===== config.mk =====
export PLATFORM = sky130hd
export DESIGN_NAME = uart_rx
export DESIGN_NICKNAME = d
export VERILOG_FILES = /design/src/rtl/uart_rx.sv
export SDC_FILE = /design/constraint.sdc
export NUM_CORES = 1
export LEC_CHECK = 0
export ABC_AREA = 1
export CAP_MARGIN = 20
export CORE_UTILIZATION = 39
export DETAILED_ROUTE_END_ITERATION = 8
export HOLD_SLACK_MARGIN = 0.15
export SLEW_MARGIN = 25
export SYNTH_ARGS = -nofsm -noshare
export SYNTH_HDL_FRONTEND = slang
export SYNTH_SLANG_ARGS = --single-unit

===== constraint.sdc =====
create_clock -name clock -period 1.7 [get_ports clock]
set_clock_uncertainty 0.05 [all_clocks]
set_input_delay 0.34 -clock clock [delete_from_list [all_inputs] [get_ports clock]]
set_output_delay 0.34 -clock clock [all_outputs]
set_load 0.01 [all_outputs]

===== src/rtl/uart_rx.sv =====
// rtl/uart_rx.sv - oversampling UART receiver, 1 start / DATA_BITS data (LSB first) / 1 stop, no parity
module uart_rx #(
    parameter int OVERSAMPLE = 16,
    parameter int DATA_BITS  = 8
) (
    input  logic                 clock,
    input  logic                 nreset,
    input  logic                 tick,
    input  logic                 rx,
    output logic [DATA_BITS-1:0] rx_data,
    output logic                 rx_valid,
    output logic                 frame_err,
    output logic                 busy
);

    localparam int CW = $clog2(OVERSAMPLE);
    localparam int IW = $clog2(DATA_BITS);
    localparam logic [CW-1:0] MID_START = CW'(OVERSAMPLE / 2 - 1);
    localparam logic [CW-1:0] MID_BIT   = CW'(OVERSAMPLE - 1);
    localparam logic [IW-1:0] LAST_BIT  = IW'(DATA_BITS - 1);

    typedef enum logic [2:0] {
        IDLE,
        START,
        DATA,
        STOP,
        BREAK
    } state_t;

    state_t               state_q, state_d;
    logic                 sync1_q, rxs_q;
    logic [CW-1:0]        cnt_q, cnt_d;
    logic [IW-1:0]        idx_q, idx_d;
    logic [DATA_BITS-1:0] shift_q, shift_d;
    logic [DATA_BITS-1:0] data_q, data_d;
    logic                 valid_q, valid_d;
    logic                 ferr_q, ferr_d;

    always_ff @(posedge clock or negedge nreset) begin
        if (!nreset) begin
            state_q <= IDLE;
            sync1_q <= 1'b1;
            rxs_q   <= 1'b1;
            cnt_q   <= '0;
            idx_q   <= '0;
            shift_q <= '0;
            data_q  <= '0;
            valid_q <= 1'b0;
            ferr_q  <= 1'b0;
        end else begin
            state_q <= state_d;
            sync1_q <= rx;
            rxs_q   <= sync1_q;
            cnt_q   <= cnt_d;
            idx_q   <= idx_d;
            shift_q <= shift_d;
            data_q  <= data_d;
            valid_q <= valid_d;
            ferr_q  <= ferr_d;
        end
    end

    // Every decision is taken on a tick; between ticks everything holds.
    always_comb begin
        state_d = state_q;
        cnt_d   = cnt_q;
        idx_d   = idx_q;
        shift_d = shift_q;
        data_d  = data_q;
        valid_d = 1'b0;
        ferr_d  = 1'b0;
        if (tick) begin
            cnt_d = cnt_q + 1'b1;
            case (state_q)
                IDLE: begin
                    cnt_d = '0;
                    if (!rxs_q) state_d = START;
                end
                START: begin
                    if (cnt_q == MID_START) begin
                        cnt_d   = '0;
                        idx_d   = '0;
                        state_d = rxs_q ? IDLE : DATA;
                    end
                end
                DATA: begin
                    if (cnt_q == MID_BIT) begin
                        cnt_d   = '0;
                        shift_d = {rxs_q, shift_q[DATA_BITS-1:1]};
                        idx_d   = idx_q + 1'b1;
                        if (idx_q == LAST_BIT) state_d = STOP;
                    end
                end
                STOP: begin
                    if (cnt_q == MID_BIT) begin
                        cnt_d = '0;
                        if (rxs_q) begin
                            data_d  = shift_q;
                            valid_d = 1'b1;
                            state_d = IDLE;
                        end else begin
                            ferr_d  = 1'b1;
                            state_d = BREAK;
                        end
                    end
                end
                BREAK: begin
                    // Hold here until the line returns high so a break reports once.
                    cnt_d = '0;
                    if (rxs_q) state_d = IDLE;
                end
                default: begin
                    cnt_d   = '0;
                    state_d = IDLE;
                end
            endcase
        end
    end

    assign rx_data   = data_q;
    assign rx_valid  = valid_q;
    assign frame_err = ferr_q;
    assign busy      = (state_q != IDLE);

endmodule


==> impl_metrics.py, run 1 <==
metrics = {
    "setup_path": {
        "cp.arrival_ns": 1.20,
        "crit_buf_inv": 1,
        "criticalPathCategory": "flop to primary output",
        "cp_slowest_stage_delay_ns": 0.55,
        "startpoint_type": "flop",
        "path_max_fanout": 2,
        "cp-end-kind": "primary output",
        "cp_top_family": "buffers and inverters",
        "cp_cell_sequence": "clkdlybuf4s50_1",
        "slowest_stage": "clkdlybuf4s50_1",
        "crit_required_ns": 1.31,
    },
    "floorplanning": {
        "fp.dieArea_um2": 3980,
        "start_util_pct": 42.0,
        "die_w_um": 63.1,
        "io_pins": 15,
        "dieHeight_um": 63.1,
        "coreArea_um2": 3470,
        "placementRows": 21,
    },
    "synthesis": {
        "yosysUniqueCellTypes": 22,
        "syn_nets": 164,
        "syn_area_um2": 1460,
        "syn_inst": 157,
        "syn_area_per_cell_um2": 9.28,
        "ys_warn_count": 0,
        "ys_seq_area_share_pct": 51.7,
        "yosys_register_bits": 30,
    },
    "cts": {
        "cts_htree_levels": 2,
        "insertion_delay_ns": 0.27,
        "hold_buffers": 0,
        "cts_root_buffer": "clkbuf_8",
        "cts_tree": "built",
        "clockBufferDepth": 2,
        "cts.sinks": 30,
        "cts_buffers": 5,
        "clkTransAtPathRegs_ns": 0.06,
    },
    "cells_and_area": {
        "syn2layout_area_growth_pct": 23.5,
        "final_area_um2": 1800,
        "antennaDiodeCount": 0,
        "finalNetCount": 191,
        "final_cell_count_no_fill": 231,
        "drive_above_1_share_pct": 25.9,
        "fill_cells": 336,
    },
    "sta": {
        "max_slew_margin_pct": 75.0,
        "fmax_mhz": 630,
        "maxSlewViolCount": 0,
        "final-hold-violation-count": 0,
        "fin_crit_ns": 1.59,
        "tns_ns": 0,
        "setup_violations": 0,
        "hold_slack_ns": 0.308,
        "rsz0062_at_grt": "false",
        "worst_slew_pin_slew_ns": 0.375,
        "fin_crit_sh_pct": 93.4,
    },
    "global_route": {
        "grt_usage_pct": 15.7,
        "antenna_found_initial": 0,
        "use_met3_pct": 7.07,
        "grt_max_degree": 31,
        "grt_pass1_vias": 984,
        "grt_busiest_layer": "met2",
        "grt.overflow.total": 0,
        "grt_pass1_wl_um": 4660,
        "grtUsageMet1_pct": 21.0,
        "use_met2_pct": 21.8,
    },
    "place": {
        "dpl.cell_count": 222,
        "hpwl_um": 1800,
        "dpl_cell_area_um2": 1680,
        "io_buffers": 14,
        "finalWeightedCongestion": 0.838,
    },
    "pwr": {
        "finalPower_uw": 2000,
        "leakagePower_uw": 0.000887,
        "p_per_area_nw_per_um2": 1110,
        "vdd_drop_max_mv": 0.613,
    },
    "routing": {
        "wl_per_cell_um": 11.3,
        "viasPerCell": 4.71,
        "postRouteWirelength_um": 2610,
        "antenna_left": 0,
        "vias": 1087,
        "drt-initial-drc-count": 83,
        "drc": 0,
        "drt_first_pass_iters": 6,
    },
    "min_path": {
        "holdCritPathClass": "flop to flop",
    },
    "run": {
        "drv_cap": 0,
    },
    "status": {
        "status": "finished clean",
    },
}
## flip-flops by register name, summed over array words and instances (netlist names)
signal	count
idx_q	3
shift_q	8
rxs_q	1
frame_err	1
rx_valid	1
rx_data	8
sync1_q	1
state_q	3
cnt_q	4
## where the power goes
part / total (uW) / switching [uW] / internal, uW / leakage [uW]
registers: 816 / 43.7 / 772 / 0.000403
logic: 591 / 373 / 218 / 0.000437
clock network: 589 / 264 / 325 / 0.0000472
total: 2000 / 681 / 1310 / 0.000887
## path summary, 6_finish.rpt
kind / startpoint / end / slack (ns) / cells after the start
max: rx_data[6]$_DFFE_PN0P_ / rx_data[6] / 0.11 / 1
min in group asynchronous: nreset / cnt_q[2]$_DFFE_PN0P_ / 0.40 / 2
min reg2reg: sync1_q$_DFF_PN1_ / rxs_q$_DFF_PN1_ / 0.31 / 0
max reg2reg: cnt_q[0]$_DFFE_PN0P_ / shift_q[7]$_DFFE_PN0P_ / 0.17 / 8
min: sync1_q$_DFF_PN1_ / rxs_q$_DFF_PN1_ / 0.31 / 0
max in group asynchronous: nreset / rxs_q$_DFF_PN1_ / 0.88 / 2
## cell usage after synthesis
library cell / count / share of area, %
nor2_1: 14 / 3.6
xor2_1: 1 / 0.60
a21oi_2: 1 / 0.60
ha_1: 3 / 2.6
inv_1: 13 / 3.4
dfstp_2: 2 / 3.6
a21oi_1: 4 / 1.4
inv_2: 3 / 0.77
o21ai_2: 15 / 9.0
a22o_1: 1 / 0.60
nand3_1: 11 / 3.8
nand2_1: 42 / 11
nor4_1: 1 / 0.43
nor2_8: 1 / 1.4
buf_6: 2 / 1.5
nand3_4: 1 / 1.2
dfrtp_1: 28 / 48
o21ai_0: 6 / 2.1
nand2_4: 2 / 1.5
nor2_4: 1 / 0.77
buf_4: 1 / 0.52
nand2_2: 4 / 1.7
## repair_timing
action | in CTS | in global routing
gates cloned | 0 | 1
setup endpoints to repair | 1 | 2
setup buffers | 0 | 0
resized for setup | 2 | 1
## final cells by class
type                            instances  area (um2)  share of cell area [%]
Clock buffer                            6        82.6                    4.59
Clock inverter                          2        12.5                   0.696
Inverter                               16        60.1                    3.34
Multi-Input combinational cell        109         633                    35.2
Sequential cell                        30         753                    41.9
Tap cell                               46        57.6                    3.20
Timing Repair Buffer                   22         199                    11.1
## through the flow
stage / setup slack, ns / utilization [%]
3_3_place_gp: 0.00820 / 48.6
2_1_floorplan: 0.287 / -
6_report: 0.112 / 51.8
3_5_place_dp: -0.0156 / 48.6
5_1_grt: 0.0284 / 51.8
4_1_cts: 0.0892 / 51.3
## logic make-up after synthesis
| family | Yosys count | synth area share (%) |
|---|---|---|
| XOR/XNOR | 1 | 0.601 |
| AO/OA/AOI/OAI | 27 | 13.7 |
| flip-flops | 30 | 51.7 |
| AND/OR/NAND/NOR | 77 | 25.3 |
| adder cells (fa/ha/maj) | 3 | 2.58 |
| buffers and inverters | 19 | 6.19 |
## per-layer routing
layer	vias to the layer above	part of all wire (%)	wire (um)
met3	2	5.0	132
met2	26	47	1230
met5	-	0	0
li1	557	-	-
met1	502	47	1240
met4	0	0.69	18
## worst register-to-register path, stage by stage, from the launching register on
cell	delay, ns
dfrtp_1	0.38
ha_1	0.19
nand2_2	0.09
inv_2	0.08
nand2_4	0.09
nor2_8	0.16
nand2_4	0.17
nor2_1	0.16
a21oi_2	0.04
## cells in the final DEF, fill, tap and decap left out, drive strengths merged
cell type      count
clkinv             1
o21ai             21
buf                8
nor2              16
nand3             13
dfrtp             28
clkdlybuf4s50     13
clkbuf             6
dlygate4sd2        1
ha                 3
xor2               1
inv               16
a21oi              5
dfstp              2
a22o               1
clkinvlp           1
nand2             48
nor4               1
(Power assumes the default switching activity.)
==> run 2: changes to the inputs <==
- CORE_MARGIN: default -> 5
- PLACE_DENSITY: default -> 0.61
==> run 2 against run 1 <==
Combinational power about the same. Global-route usage decreased by 4.4 points. Count of clock-buffer cells in the layout unchanged. Total power about the same. Critical path depth unchanged. Worst setup slack got worse by 0.011 ns. Sequential share of layout area decreased by 0.058 points. Utilization decreased by 2.3 points. First-iteration DRC count decreased by 18%. Sequential power about the same. Worst hold slack got worse by 0.0056 ns. Clock power about the same.
==> impl_metrics.py, run 2 (synthesized netlist as in run 1, its figures left out) <==
metrics = {
    "status": {
        "status": "finished clean",
    },
    "routing": {
        "drt_first_pass_iters": 4,
        "postRouteWirelength_um": 2590,
        "viasPerCell": 4.73,
        "antenna_left": 0,
        "drc": 0,
        "vias": 1102,
        "wl_per_cell_um": 11.1,
        "drt-initial-drc-count": 68,
    },
    "setup_path": {
        "cp.arrival_ns": 1.21,
        "crit_required_ns": 1.31,
        "slowest_stage": "clkdlybuf4s50_1",
        "crit_buf_inv": 1,
        "cp_cell_sequence": "clkdlybuf4s50_1",
        "rrSetupSlack_ns": 0.16,
        "path_max_fanout": 2,
        "cp-end-kind": "primary output",
        "cp_top_family": "buffers and inverters",
        "cp_slowest_stage_delay_ns": 0.55,
        "criticalPathCategory": "flop to primary output",
        "startpoint_type": "flop",
    },
    "pwr": {
        "clkPwrFrac_pct": 29.4,
        "seqPwrFrac_pct": 41.0,
        "internal_power_uw": 1320,
        "vdd_drop_max_mv": 0.523,
        "p_sw_uw": 680,
        "leakagePower_uw": 0.000887,
        "p_per_area_nw_per_um2": 1110,
        "switching_share_pct": 34.1,
        "power_frac_comb_pct": 29.7,
    },
    "run": {
        "drv_cap": 0,
    },
    "global_route": {
        "grt_pass1_wl_um": 4490,
        "antenna_found_initial": 0,
        "grt_pass1_vias": 986,
        "grt.overflow.total": 0,
        "grt_max_degree": 18,
        "grt_usage_pct": 11.3,
    },
    "sta": {
        "fin_crit_ns": 1.60,
        "rsz0062_at_grt": "false",
        "hold_slack_ns": 0.302,
        "setup_violations": 0,
        "maxSlewViolCount": 0,
        "max_slew_margin_pct": 73.2,
        "fin_crit_sh_pct": 94.1,
        "fmax_mhz": 625,
        "worst_slew_pin_slew_ns": 0.401,
        "final-hold-violation-count": 0,
    },
    "cells_and_area": {
        "fill_cells": 349,
        "drive_above_1_share_pct": 25.9,
        "final_common_cell": "nand2_1",
        "final_cell_mix": "nand2_1 (42), dfrtp_1 (28), o21ai_2 (15)",
        "syn2layout_area_growth_pct": 23.6,
        "finalNetCount": 191,
        "final_cell_count_no_fill": 233,
        "antennaDiodeCount": 0,
    },
    "min_path": {
        "holdCritPathClass": "primary input to asynchronous set/reset pin",
    },
    "cts": {
        "cts_buffers": 5,
        "cts_htree_levels": 2,
        "cts_tree": "built",
        "clkTransAtPathRegs_ns": 0.06,
        "cts.sinks": 30,
        "insertion_delay_ns": 0.28,
        "clockBufferDepth": 2,
        "cts_root_buffer": "clkbuf_8",
    },
    "floorplanning": {
        "start_util_pct": 40.1,
        "coreArea_um2": 3630,
        "dieHeight_um": 71.1,
        "io_pins": 15,
        "die_w_um": 71.1,
        "placementRows": 22,
        "fp.dieArea_um2": 5060,
    },
    "place": {
        "dpl.cell_count": 224,
        "finalWeightedCongestion": 0.910,
        "hpwl_um": 1890,
        "io_buffers": 14,
    },
}
## run 2: area by class of cell
| class | instances | area (um2) | share of cell area, % |
|---|---|---|---|
| Multi-Input combinational cell | 109 | 633 | 35.2 |
| Clock inverter | 2 | 12.5 | 0.695 |
| Clock buffer | 6 | 82.6 | 4.59 |
| Inverter | 16 | 60.1 | 3.34 |
| Timing Repair Buffer | 22 | 199 | 11.0 |
| Tap cell | 48 | 60.1 | 3.34 |
| Sequential cell | 30 | 753 | 41.8 |
## run 2: stage by stage
| step | setup TNS (ns) | utilization (%) | cell area [um2] | worst slack [ns] | total power, uW |
|---|---|---|---|---|---|
| 6_report | 0 | 49.6 | 1800 | 0.101 | 2000 |
| 5_1_grt | 0 | 49.6 | 1800 | 0.0333 | 2140 |
| 4_1_cts | 0 | 49.1 | 1780 | 0.0822 | 2020 |
| 3_5_place_dp | -0.0883 | 46.4 | 1690 | -0.0230 | 1420 |
| 3_3_place_gp | 0 | 46.4 | 1690 | 0.0274 | 1410 |
| 2_1_floorplan | 0 | - | 1460 | 0.287 | 1240 |
## run 2: power groups by stage
stage / combinational, uW / clock [uW] / sequential, uW
6_report: 592 / 586 / 817
5_1_grt: 679 / 635 / 826
4_1_cts: 587 / 613 / 816
3_5_place_dp: 595 / 0 / 826
3_3_place_gp: 590 / 0 / 823
2_1_floorplan: 411 / 0 / 825
## run 2: path summary, 6_finish.rpt
kind | from | endpoint | cells after the start
worst min register to register | sync1_q$_DFF_PN1_ | rxs_q$_DFF_PN1_ | 0
max in group asynchronous | nreset | shift_q[1]$_DFFE_PN0P_ | 2
min in group clock | sync1_q$_DFF_PN1_ | rxs_q$_DFF_PN1_ | 0
worst min-delay path | nreset | cnt_q[2]$_DFFE_PN0P_ | 1
worst max-delay path | rx_data[7]$_DFFE_PN0P_ | rx_data[7] | 1
worst max register to register | cnt_q[0]$_DFFE_PN0P_ | shift_q[7]$_DFFE_PN0P_ | 8
## run 2: what timing repair did
action                     in CTS  in global routing
pin swaps                       0                  1
gates cloned                    0                  1
hold buffers                    0                  0
resized for setup               2                  1
setup endpoints to repair       1                  1
buffers inserted                0                  0
## run 2: per-layer routing
| metal | part of all wire [%] | global-route usage, % |
|---|---|---|
| met5 | 0 | 0 |
| met4 | 1.6 | 4.38 |
| met3 | 5.0 | 4.97 |
| met2 | 48 | 15.9 |
| met1 | 46 | 15.1 |
==> run 3: changes to the inputs <==
- GPL_TIMING_DRIVEN: default -> 1
==> results of run 3 <==
Final layout, timing and power as in run 2 (identical DEF).
